**src/rtl/zipmem_pkg.sv**
```systemverilog
// Shared definitions for the single-line data cache: FSM states and default line size.
package zipmem_pkg;
  typedef enum logic [1:0] {
    IDLE   = 2'd0,
    FILL   = 2'd1,
    SINGLE = 2'd2,
    WRITE  = 2'd3
  } state_t;

  localparam int DEF_LGLINE = 3;
endpackage

```
**src/rtl/dline_cache_if.sv**
```systemverilog
// Pipelined Wishbone master bundle used between the cache and its memory bus.
interface dline_cache_if #(
  parameter int AW = 30,
  parameter int DW = 32
);
  logic            cyc;
  logic            stb;
  logic            we;
  logic [AW-1:0]   addr;
  logic [DW-1:0]   mdata;
  logic [DW/8-1:0] sel;
  logic            stall;
  logic            ack;
  logic            err;
  logic [DW-1:0]   sdata;

  // A strobe transfers on a rising edge when stb is high and stall is low;
  // every transfer is answered by exactly one ack or err while cyc stays high.
  modport master (output cyc, stb, we, addr, mdata, sel,
                  input  stall, ack, err, sdata);
  modport slave  (input  cyc, stb, we, addr, mdata, sel,
                  output stall, ack, err, sdata);
endinterface

```
**src/rtl/dline_ram.sv**
```systemverilog
// Line storage: byte-writable word array with a registered read port.
module dline_ram #(
  parameter int LGLINE = 3,
  parameter int DW     = 32
) (
  input  logic              i_clk,
  input  logic              i_we,
  input  logic [LGLINE-1:0] i_waddr,
  input  logic [DW-1:0]     i_wdata,
  input  logic [DW/8-1:0]   i_wsel,
  input  logic [LGLINE-1:0] i_raddr,
  output logic [DW-1:0]     o_rdata
);
  logic [DW-1:0] r_mem [0:(1<<LGLINE)-1];
  logic [DW-1:0] r_rdata;

  always_ff @(posedge i_clk) begin
    if (i_we) begin
      for (int b = 0; b < DW/8; b++) begin
        if (i_wsel[b]) r_mem[i_waddr][b*8 +: 8] <= i_wdata[b*8 +: 8];
      end
    end
    r_rdata <= r_mem[i_raddr];
  end

  assign o_rdata = r_rdata;
endmodule

```
**src/rtl/dline_cache.sv**
```systemverilog
// Single-line read cache in front of a pipelined Wishbone master.
// Define DLINE_WRITE_UPDATE_EN to merge write hits into the line instead of invalidating it.
module dline_cache
  import zipmem_pkg::*;
#(
  parameter int AW     = 30,
  parameter int DW     = 32,
  parameter int LGLINE = DEF_LGLINE
) (
  input  logic            i_clk,
  input  logic            i_reset,
  input  logic            i_pipe_stb,
  input  logic            i_we,
  input  logic [AW-1:0]   i_addr,
  input  logic [DW-1:0]   i_data,
  input  logic [DW/8-1:0] i_sel,
  input  logic            i_cachable,
  output logic            o_busy,
  output logic            o_valid,
  output logic            o_err,
  output logic [DW-1:0]   o_data,
  output logic            o_wb_cyc,
  output logic            o_wb_stb,
  output logic            o_wb_we,
  output logic [AW-1:0]   o_wb_addr,
  output logic [DW-1:0]   o_wb_data,
  output logic [DW/8-1:0] o_wb_sel,
  input  logic            i_wb_stall,
  input  logic            i_wb_ack,
  input  logic            i_wb_err,
  input  logic [DW-1:0]   i_wb_data,
  output state_t          o_dbg_state
);
  localparam int TW = AW - LGLINE;
  localparam logic [LGLINE:0] CNT_FULL = (LGLINE+1)'(1 << LGLINE);
  localparam logic [LGLINE:0] CNT_LAST = (LGLINE+1)'((1 << LGLINE) - 1);
  localparam logic [LGLINE:0] CNT_ONE  = (LGLINE+1)'(1);

  dline_cache_if #(.AW(AW), .DW(DW)) wb ();

  state_t            r_state, w_next;
  logic [AW-1:0]     r_addr;
  logic [DW-1:0]     r_data;
  logic [DW/8-1:0]   r_sel;
  logic              r_we, r_cachable;
  logic              r_line_valid;
  logic [TW-1:0]     r_tag;
  logic [LGLINE:0]   r_stb_cnt, r_ack_cnt;
  logic              r_valid, r_err, r_use_ram;
  logic [DW-1:0]     r_rdata;

  logic              w_accept, w_tag_match, w_rd_hit;
  logic [LGLINE:0]   w_stb_goal;
  logic              w_stb, w_stb_take, w_ack, w_bus_err, w_last_ack;
  logic              w_ram_we;
  logic [LGLINE-1:0] w_ram_waddr;
  logic [DW-1:0]     w_ram_wdata, w_ram_rdata;
  logic [DW/8-1:0]   w_ram_wsel;

  assign w_accept    = i_pipe_stb && (r_state == IDLE);
  assign w_tag_match = r_line_valid && (r_tag == i_addr[AW-1:LGLINE]);
  assign w_rd_hit    = w_accept && !i_we && i_cachable && w_tag_match;

  // Strobes stop once every transfer has been taken; cyc lingers for the acks.
  assign w_stb_goal = (r_state == FILL) ? CNT_FULL : CNT_ONE;
  assign w_stb      = (r_state != IDLE) && (r_stb_cnt < w_stb_goal);
  assign w_stb_take = w_stb && !wb.stall;
  assign w_bus_err  = (r_state != IDLE) && wb.err;
  assign w_ack      = (r_state != IDLE) && wb.ack && !wb.err;
  assign w_last_ack = w_ack && ((r_state != FILL) || (r_ack_cnt == CNT_LAST));

  always_comb begin
    w_next = r_state;
    case (r_state)
      IDLE: begin
        if (w_accept) begin
          if (i_we)                      w_next = WRITE;
          else if (!i_cachable)          w_next = SINGLE;
          else if (!w_tag_match)         w_next = FILL;
        end
      end
      default: begin
        if (w_bus_err || w_last_ack) w_next = IDLE;
      end
    endcase
  end

  always_ff @(posedge i_clk) begin
    if (i_reset) begin
      r_state      <= IDLE;
      r_line_valid <= 1'b0;
      r_stb_cnt    <= '0;
      r_ack_cnt    <= '0;
      r_valid      <= 1'b0;
      r_err        <= 1'b0;
    end else begin
      r_state <= w_next;
      r_valid <= 1'b0;
      r_err   <= 1'b0;
      if (w_accept) begin
        r_stb_cnt <= '0;
        r_ack_cnt <= '0;
      end else begin
        if (w_stb_take) r_stb_cnt <= r_stb_cnt + 1'b1;
        if (w_ack)      r_ack_cnt <= r_ack_cnt + 1'b1;
      end
      if (w_rd_hit) r_valid <= 1'b1;
      if (w_accept && !i_we && i_cachable && !w_tag_match) r_line_valid <= 1'b0;
`ifndef DLINE_WRITE_UPDATE_EN
      if (w_accept && i_we && w_tag_match) r_line_valid <= 1'b0;
`endif
      if (w_last_ack) begin
        if (r_state == FILL && r_cachable) r_line_valid <= 1'b1;
        if (!r_we) r_valid <= 1'b1;
      end
      if (w_bus_err) begin
        r_line_valid <= 1'b0;
        r_err        <= 1'b1;
      end
    end
  end

  // Request registers and the returned word; no reset needed, qualified by state.
  always_ff @(posedge i_clk) begin
    if (w_accept) begin
      r_addr     <= i_addr;
      r_data     <= i_data;
      r_sel      <= i_sel;
      r_we       <= i_we;
      r_cachable <= i_cachable;
    end
    if (w_last_ack && r_state == FILL) r_tag <= r_addr[AW-1:LGLINE];
    if (w_rd_hit)   r_use_ram <= 1'b1;
    else if (w_ack) r_use_ram <= 1'b0;
    if (w_ack && ((r_state == SINGLE) ||
                  (r_state == FILL && r_ack_cnt[LGLINE-1:0] == r_addr[LGLINE-1:0])))
      r_rdata <= wb.sdata;
  end

  always_comb begin
    w_ram_we    = 1'b0;
    w_ram_waddr = r_ack_cnt[LGLINE-1:0];
    w_ram_wdata = wb.sdata;
    w_ram_wsel  = '1;
    if (r_state == FILL && w_ack) w_ram_we = 1'b1;
`ifdef DLINE_WRITE_UPDATE_EN
    if (w_accept && i_we && w_tag_match) begin
      w_ram_we    = 1'b1;
      w_ram_waddr = i_addr[LGLINE-1:0];
      w_ram_wdata = i_data;
      w_ram_wsel  = i_sel;
    end
`endif
  end

  dline_ram #(.LGLINE(LGLINE), .DW(DW)) u_ram (
    .i_clk   (i_clk),
    .i_we    (w_ram_we),
    .i_waddr (w_ram_waddr),
    .i_wdata (w_ram_wdata),
    .i_wsel  (w_ram_wsel),
    .i_raddr (i_addr[LGLINE-1:0]),
    .o_rdata (w_ram_rdata)
  );

  assign wb.cyc   = (r_state != IDLE);
  assign wb.stb   = w_stb;
  assign wb.we    = r_we;
  assign wb.addr  = (r_state == FILL) ? {r_addr[AW-1:LGLINE], r_stb_cnt[LGLINE-1:0]} : r_addr;
  assign wb.mdata = r_data;
  assign wb.sel   = r_sel;
  assign wb.stall = i_wb_stall;
  assign wb.ack   = i_wb_ack;
  assign wb.err   = i_wb_err;
  assign wb.sdata = i_wb_data;

  assign o_wb_cyc    = wb.cyc;
  assign o_wb_stb    = wb.stb;
  assign o_wb_we     = wb.we;
  assign o_wb_addr   = wb.addr;
  assign o_wb_data   = wb.mdata;
  assign o_wb_sel    = wb.sel;
  assign o_busy      = (r_state != IDLE);
  assign o_valid     = r_valid;
  assign o_err       = r_err;
  assign o_data      = r_use_ram ? w_ram_rdata : r_rdata;
  assign o_dbg_state = r_state;
endmodule

```
**config.mk**
```make
export PLATFORM = sky130hd
export DESIGN_NAME = dline_cache
export DESIGN_NICKNAME = d
export VERILOG_FILES = /design/src/rtl/zipmem_pkg.sv /design/src/rtl/dline_cache_if.sv /design/src/rtl/dline_ram.sv /design/src/rtl/dline_cache.sv
export SDC_FILE = /design/constraint.sdc
export NUM_CORES = 1
export LEC_CHECK = 0
export ABC_CLOCK_PERIOD_IN_PS = 3900
export CORE_MARGIN = 3
export CORE_UTILIZATION = 49
export CTS_CLUSTER_DIAMETER = 40
export DETAILED_ROUTE_END_ITERATION = 8
export PLACE_DENSITY = 0.84
export RECOVER_POWER = 25
export SLEW_MARGIN = 5
export SYNTH_ARGS = -nofsm -noshare
export SYNTH_HDL_FRONTEND = slang
export SYNTH_SLANG_ARGS = --single-unit
```
**constraint.sdc**
```tcl
create_clock -name i_clk -period 3.9 [get_ports i_clk]
set_input_delay 0.78 -clock i_clk [delete_from_list [all_inputs] [get_ports i_clk]]
set_output_delay 0.78 -clock i_clk [all_outputs]
set_load 0.005 [all_outputs]
```
* Word level (Yosys, flattened, before mapping) *
Memories as Yosys holds them, arrays and structs flattened. A register that Yosys moved wholly into a read port is not among the register bits.
Index checks and enable logic that the tools add are counted.

storage, ports and cells
  register bits = 141
  memories = 1
  memory bits (writable) = 256
  output and inout bits = 106
  logic and storage cells = 78
  input bits = 106

operators by class
  eq/ne operators = 8
  $add $sub $neg = 2
  multiplexer cells = 20
  reduce and logical (&&, ||, !) cells = 32
  $lt $le $gt $ge = 1

memory list
  name         words  width  read ports  clocked after memory_dff  write ports  RTL line         source
  u_ram.r_mem  8      32     1           1                         1            dline_ram.sv:14  logic [DW-1:0] r_mem [0:(1<<LGLINE)-1];

operators by type and width
  kind                                                                     count
  32-bit two-way mux                                                       1
  27-bit equality test                                                     1
  1-bit logical AND                                                        19
  2-bit two-way mux                                                        6
  1-bit two-way mux                                                        11
  4-bit by 1-bit adder with 4-bit output, second input constant            2
  4-bit by 3-bit equality test with 1-bit output, second input constant    1
  1-bit logical NOT                                                        4
  4-bit less-than comparator                                               1
  4-bit two-way mux                                                        1
  4-bit inequality test, second input constant                             1
  2-bit nonzero test                                                       2
  2-bit OR reduction                                                       2
  3-bit equality test                                                      1
  1-bit logical OR                                                         3
  3-bit two-way mux                                                        1
  3-bit AND reduction                                                      1
  2-bit by 1-bit equality test with 1-bit output, second input constant    1
  2-bit equality test, second input constant                               1
  2-bit logical NOT                                                        1
  2-bit by 1-bit inequality test with 1-bit output, second input constant  1
  2-bit inequality test, second input constant                             1

* Logic depth before layout (Yosys ltp) *
Gate-level depths: netlist of run 1.

  depth after elaboration = 9
  depth in mapped cells = 8
  mapped depth without buffers = 7

* By module *
A second synthesis of run 1 with hierarchy kept.

unflattened totals
  cell total of the unflattened synthesis = 764
  area, all modules = 16087.9 um^2

modules (own cells, without submodules)
  module       cells an instance  times used  seq. area each (um^2)  area an instance (um^2)
  dline_ram    446                1           8328.0                 10602.7
  dline_cache  318                1           4093.9                 5485.3

* Least setup slack after synthesis of run 1 *
Ideal clock, no wire load.

  path type = in2reg
  start = in i_wb_err
  end = mem u_ram.r_mem[0][0] (enable)
  path slack = 0.036 ns
  data required time = 3.439 ns
  path buffers = 0
  arrival time = 3.403 ns
  cell stages on the path = 3
  setup time = 0.461 ns
  cells stage by stage = and4bb_2 nand2b_1 nor3_1

between the ends
  cells in the longest elaborated chain, start to end = 6

RTL lines
  element                                  RTL line            source
  start: declaration                       dline_cache.sv:30   input logic i_wb_err,
  1-bit logical NOT                        dline_cache.sv:69   assign w_ack = (r_state != IDLE) && wb.ack && !wb.err;
  1-bit logical AND                        dline_cache.sv:69
  1-bit logical AND                        dline_cache.sv:145  if (r_state == FILL && w_ack) w_ram_we = 1'b1;
  1-bit two-way mux                        dline_cache.sv:145
  1-bit two-way mux                        dline_ram.sv:18     if (i_we) begin
  1-bit two-way mux (not written as such)  dline_ram.sv:20     if (i_wsel[b]) r_mem[i_waddr][b*8 +: 8] <= i_wdata[b*8 +: 8];
  end: declaration                         dline_ram.sv:14

No other way between the ends.

* Final worst setup path of run 1 *
  start = reg r_use_ram
  end = out o_data[27]

between the ends
  cells in the longest elaborated chain, start to end = 1

RTL lines
  element                   RTL line            source
  start: declaration        dline_cache.sv:49   logic r_valid, r_err, r_use_ram;
  start signal: assignment  dline_cache.sv:133  if (w_rd_hit) r_use_ram <= 1'b1;
  start signal: assignment  dline_cache.sv:134  else if (w_ack) r_use_ram <= 1'b0;
  32-bit two-way mux        dline_cache.sv:186  assign o_data = r_use_ram ? w_ram_rdata : r_rdata;
  end: declaration          dline_cache.sv:21   output logic [DW-1:0] o_data,

No other way between the ends.

==> qor.txt, run 1 <==
STATUS
----------------------------------------------------------------------------------
Run status                                                            finished clean

YOSYS
----------------------------------------------------------------------------------
Synthesized net count                                                          843
Synthesized area                                                         15800 um2
Average size of a mapped cell                                             21.5 um2
Number of enable-type register cells in the synthesized netlist                383
Share of the synthesized area in the top cell type                           0.730
Largest cells by area after synthesis                                 edfxtp_1 73%, mux4_2 9.2%, dfxtp_1 5.8%, mux2_2 4.8%, xnor2_1 1.4%
Synthesis-stage register bit count                                             429
Most used flip-flop cell after synthesis                                  edfxtp_1
Sequential share of the synthesized area                                     0.789
Fraction of synthesis flops using an asynchronous set or reset pin               0
Number of distinct library cells after synthesis                                39
Cell type with the largest total area after synthesis                     edfxtp_1
Warnings from Yosys                                                              0
Synth Instances                                                                734

CRITICAL PATH
----------------------------------------------------------------------------------
Launching element of the worst setup path                                r_use_ram
Critical path required time                                                3120 ps
Crit path max-delay cell type                                              dfxtp_2
Crit path DAT                                                              2560 ps
Buf/Inv on CP                                                                    2
Worst flop-to-flop path startpoint                                    o_dbg_state[0]
Cell family with the largest share of critical-path delay               flip-flops
Worst-path maximum fanout                                                       24
Nature of the critical path startpoint                                        flop
CP Class                                                                   reg2out
Series of cell instances along the critical path                      buf_4 > mux2_2 > clkdlybuf4s50_1
Crit. End Element                                                     primary output
Longest individual stage delay on the worst path                            870 ps

FINAL LAYOUT
----------------------------------------------------------------------------------
Number of nets in the finished design                                         1065
Most common cell after layout, fill and taps aside                        edfxtp_1
Sequential standard cell area                                            12400 um2
Fill count                                                                    2093
Most used cells in the layout excluding fill and tap cells            383 x edfxtp_1, 125 x clkdlybuf4s50_1, 83 x dlygate4sd3_1
Share of final-layout standard cells stronger than drive strength 1          0.242
Area used by multi-input combinational logic                              3050 um2
Synthesis-to-layout area growth                                              26.4%

ROUTING
----------------------------------------------------------------------------------
Final routed wire length divided by cell count                             23.1 um
Residual DRC count                                                               0
Vias per std cell                                                             5.45
Post-DRT Antenna Nets                                                            0
Total via count after detailed routing                                        7621
Detailed-routing iteration count for the pre-antenna-repair pass                 5
Routed WL                                                                 32300 um
Detailed router's first-iteration violation count                              608

STA
----------------------------------------------------------------------------------
RSZ-0062 raised after global routing                                            no
Slew of the pin with the lowest slew margin                                1350 ps
Shortest period the worst path allows                                      3340 ps
Final setup violating endpoints                                                  0
Setup TNS Final                                                               0 ps
Clock skew                                                                 15.1 ps
Peak Freq                                                                0.300 GHz
Remaining max-slew budget at the tightest pin                                0.100
Fin. Hold Viols                                                                  0
Max Transition Viols Final                                                       0
Final clock period utilization by the worst path                             0.855

WORST HOLD PATH
----------------------------------------------------------------------------------
Tightest Hold Check Type                                                   reg2reg
Worst min-delay path startpoint                                         r_addr[17]

CLOCK TREE
----------------------------------------------------------------------------------
H-tree Lvls                                                                      2
Number of buffers created by CTS                                                47
Clk Tree Root Cell                                                       clkbuf_16
Clock-pin slew on the worst setup and hold paths                             60 ps
Total of hold buffers inserted after clock tree synthesis                        0
CTS tree                                                                     built
Number of sinks handled by clock tree synthesis                                429
CTS Buffer Depth                                                                 3
Post-CTS setup-driven buffer insertion count                                     0
Clock insertion delay at the later pin of the skew report                   540 ps
Post-cts resize count                                                            0

PLACED DESIGN
----------------------------------------------------------------------------------
Total of buffers placed on input and output ports                              211
Detailed placement HPWL                                                   20500 um
Routability congestion estimate                                              0.778

RUN
----------------------------------------------------------------------------------
Max-cap violation count                                                          0

GLOBAL ROUTE
----------------------------------------------------------------------------------
Antenna violations before repair                                                 2
Met1 usage                                                                   0.243
Combined global-route utilization of all metal layers                        0.190
Wire length of the first global-routing pass                              49200 um
Most Crowded Layer GR                                                         met2
Met3 GRT Util                                                               0.0359
Pin count of the biggest net entering global routing                            64
Number of global-route vias before repair                                     8245
Overflow after GRT                                                               0
Met2 usage                                                                   0.339

DIE
----------------------------------------------------------------------------------
Area inside the core boundary                                            31600 um2
Ports placed on the boundary                                                   212
Die boundary width                                                          185 um
Standard-cell rows                                                              65
Die Height                                                                  185 um
Area enclosed by the die boundary                                        34300 um2
Initial standard-cell utilization of the core                                0.498

PWR
----------------------------------------------------------------------------------
Power per standard cell area                                            509 nW/um2
Total design power                                                        10100 uW
Worst vdd rail ir drop                                                    0.392 mV
Lkg Pwr                                                                 0.00652 uW

==> layout make-up <==
cell class | count | share of cell area
Tap cell | 402 | 0.0253
Multi-Input combinational cell | 245 | 0.153
Antenna cell | 2 | 0.000251
Clock buffer | 58 | 0.0617
Inverter | 4 | 0.000754
Clock inverter | 30 | 0.0187
Timing Repair Buffer | 229 | 0.116
Sequential cell | 429 | 0.624
==> flip-flops by register name (all words and copies together) (netlist names) <==
name / flops
o_err: 1
u_ram.o_rdata: 32
r_line_valid: 1
r_rdata: 32
o_wb_we: 1
r_stb_cnt: 4
o_wb_sel: 4
r_tag: 27
o_dbg_state: 2
o_valid: 1
r_cachable: 1
r_ack_cnt: 4
r_use_ram: 1
u_ram.r_mem: 256
o_wb_data: 32
r_addr: 30
==> cells in the mapped netlist, types with 3 or more instances <==
| cell type | n |
|---|---|
| dfxtp_1 | 46 |
| buf_2 | 7 |
| clkbuf_1 | 20 |
| mux2_2 | 67 |
| nand2b_1 | 5 |
| edfxtp_1 | 383 |
| a31oi_1 | 3 |
| xnor2_1 | 25 |
| a21oi_1 | 3 |
| mux4_2 | 64 |
| nand2_1 | 7 |
| nor4_1 | 3 |
| inv_1 | 4 |
| nand4_1 | 8 |
| ha_1 | 3 |
| xor2_1 | 11 |
| nor3_1 | 4 |
| nor2_1 | 19 |
| o21ai_0 | 3 |
| buf_4 | 28 |
==> worst paths after layout <==
| path | to | slack, ps | cells past startpoint |
|---|---|---|---|
| min | r_tag[14] | 440 | 0 |
| max | o_data[27] | 560 | 3 |
| max reg2reg | r_rdata[3] | 1680 | 5 |
| min reg2reg | r_tag[14] | 440 | 0 |
==> logic make-up (layout without fill, tap and decap cells) <==
logic type / Yosys count / after routing / synth area share
simple gates: 58 / 58 / 0.0198
flops: 429 / 429 / 0.789
fa+ha+maj: 3 / 3 / 0.00238
xor+xnor: 36 / 36 / 0.0200
other cells: 0 / 2 / 0
buf+inv: 60 / 321 / 0.0215
compound gates: 16 / 16 / 0.00763
mux: 132 / 132 / 0.140
==> per-stage QoR <==
step / utilization / setup WS, ps / std cells / hold slack, ps / cell area (um2)
after global placement: 0.579 / 892 / 1309 / 429 / 18300
final: 0.629 / 564 / 1399 / 444 / 19900
after CTS: 0.629 / 541 / 1397 / 445 / 19900
after detailed placement: 0.579 / 815 / 1309 / 432 / 18300
after global routing: 0.629 / 436 / 1398 / 450 / 19900
after floorplan: - / 35.7 / 734 / 428 / 15800
==> power by group <==
part | internal, uW | total [uW] | switching (uW)
Clock | 2670 | 4450 | 1770
Combinational | 296 | 534 | 239
Sequential | 5120 | 5160 | 39.7
==> worst reg2reg max path, cell delays in order (launching register included) <==
cell	delay, ps
dfxtp_1	460
nand2b_1	240
nor4_1	350
a21oi_1	110
nor2_4	490
buf_12	270
==> layer usage <==
metal,wire length [um],part of all wire
met1,12700,0.39
met2,17200,0.53
met3,1880,0.058
met4,497,0.015
met5,0,0
Note: power is estimated with default switching activity, not from simulation.
==> run 2: changes to the inputs <==
Settings changed: CAP_MARGIN set to 20.
==> results of run 2 <==
The final DEF is identical to that of run 1; final timing and power are the same.
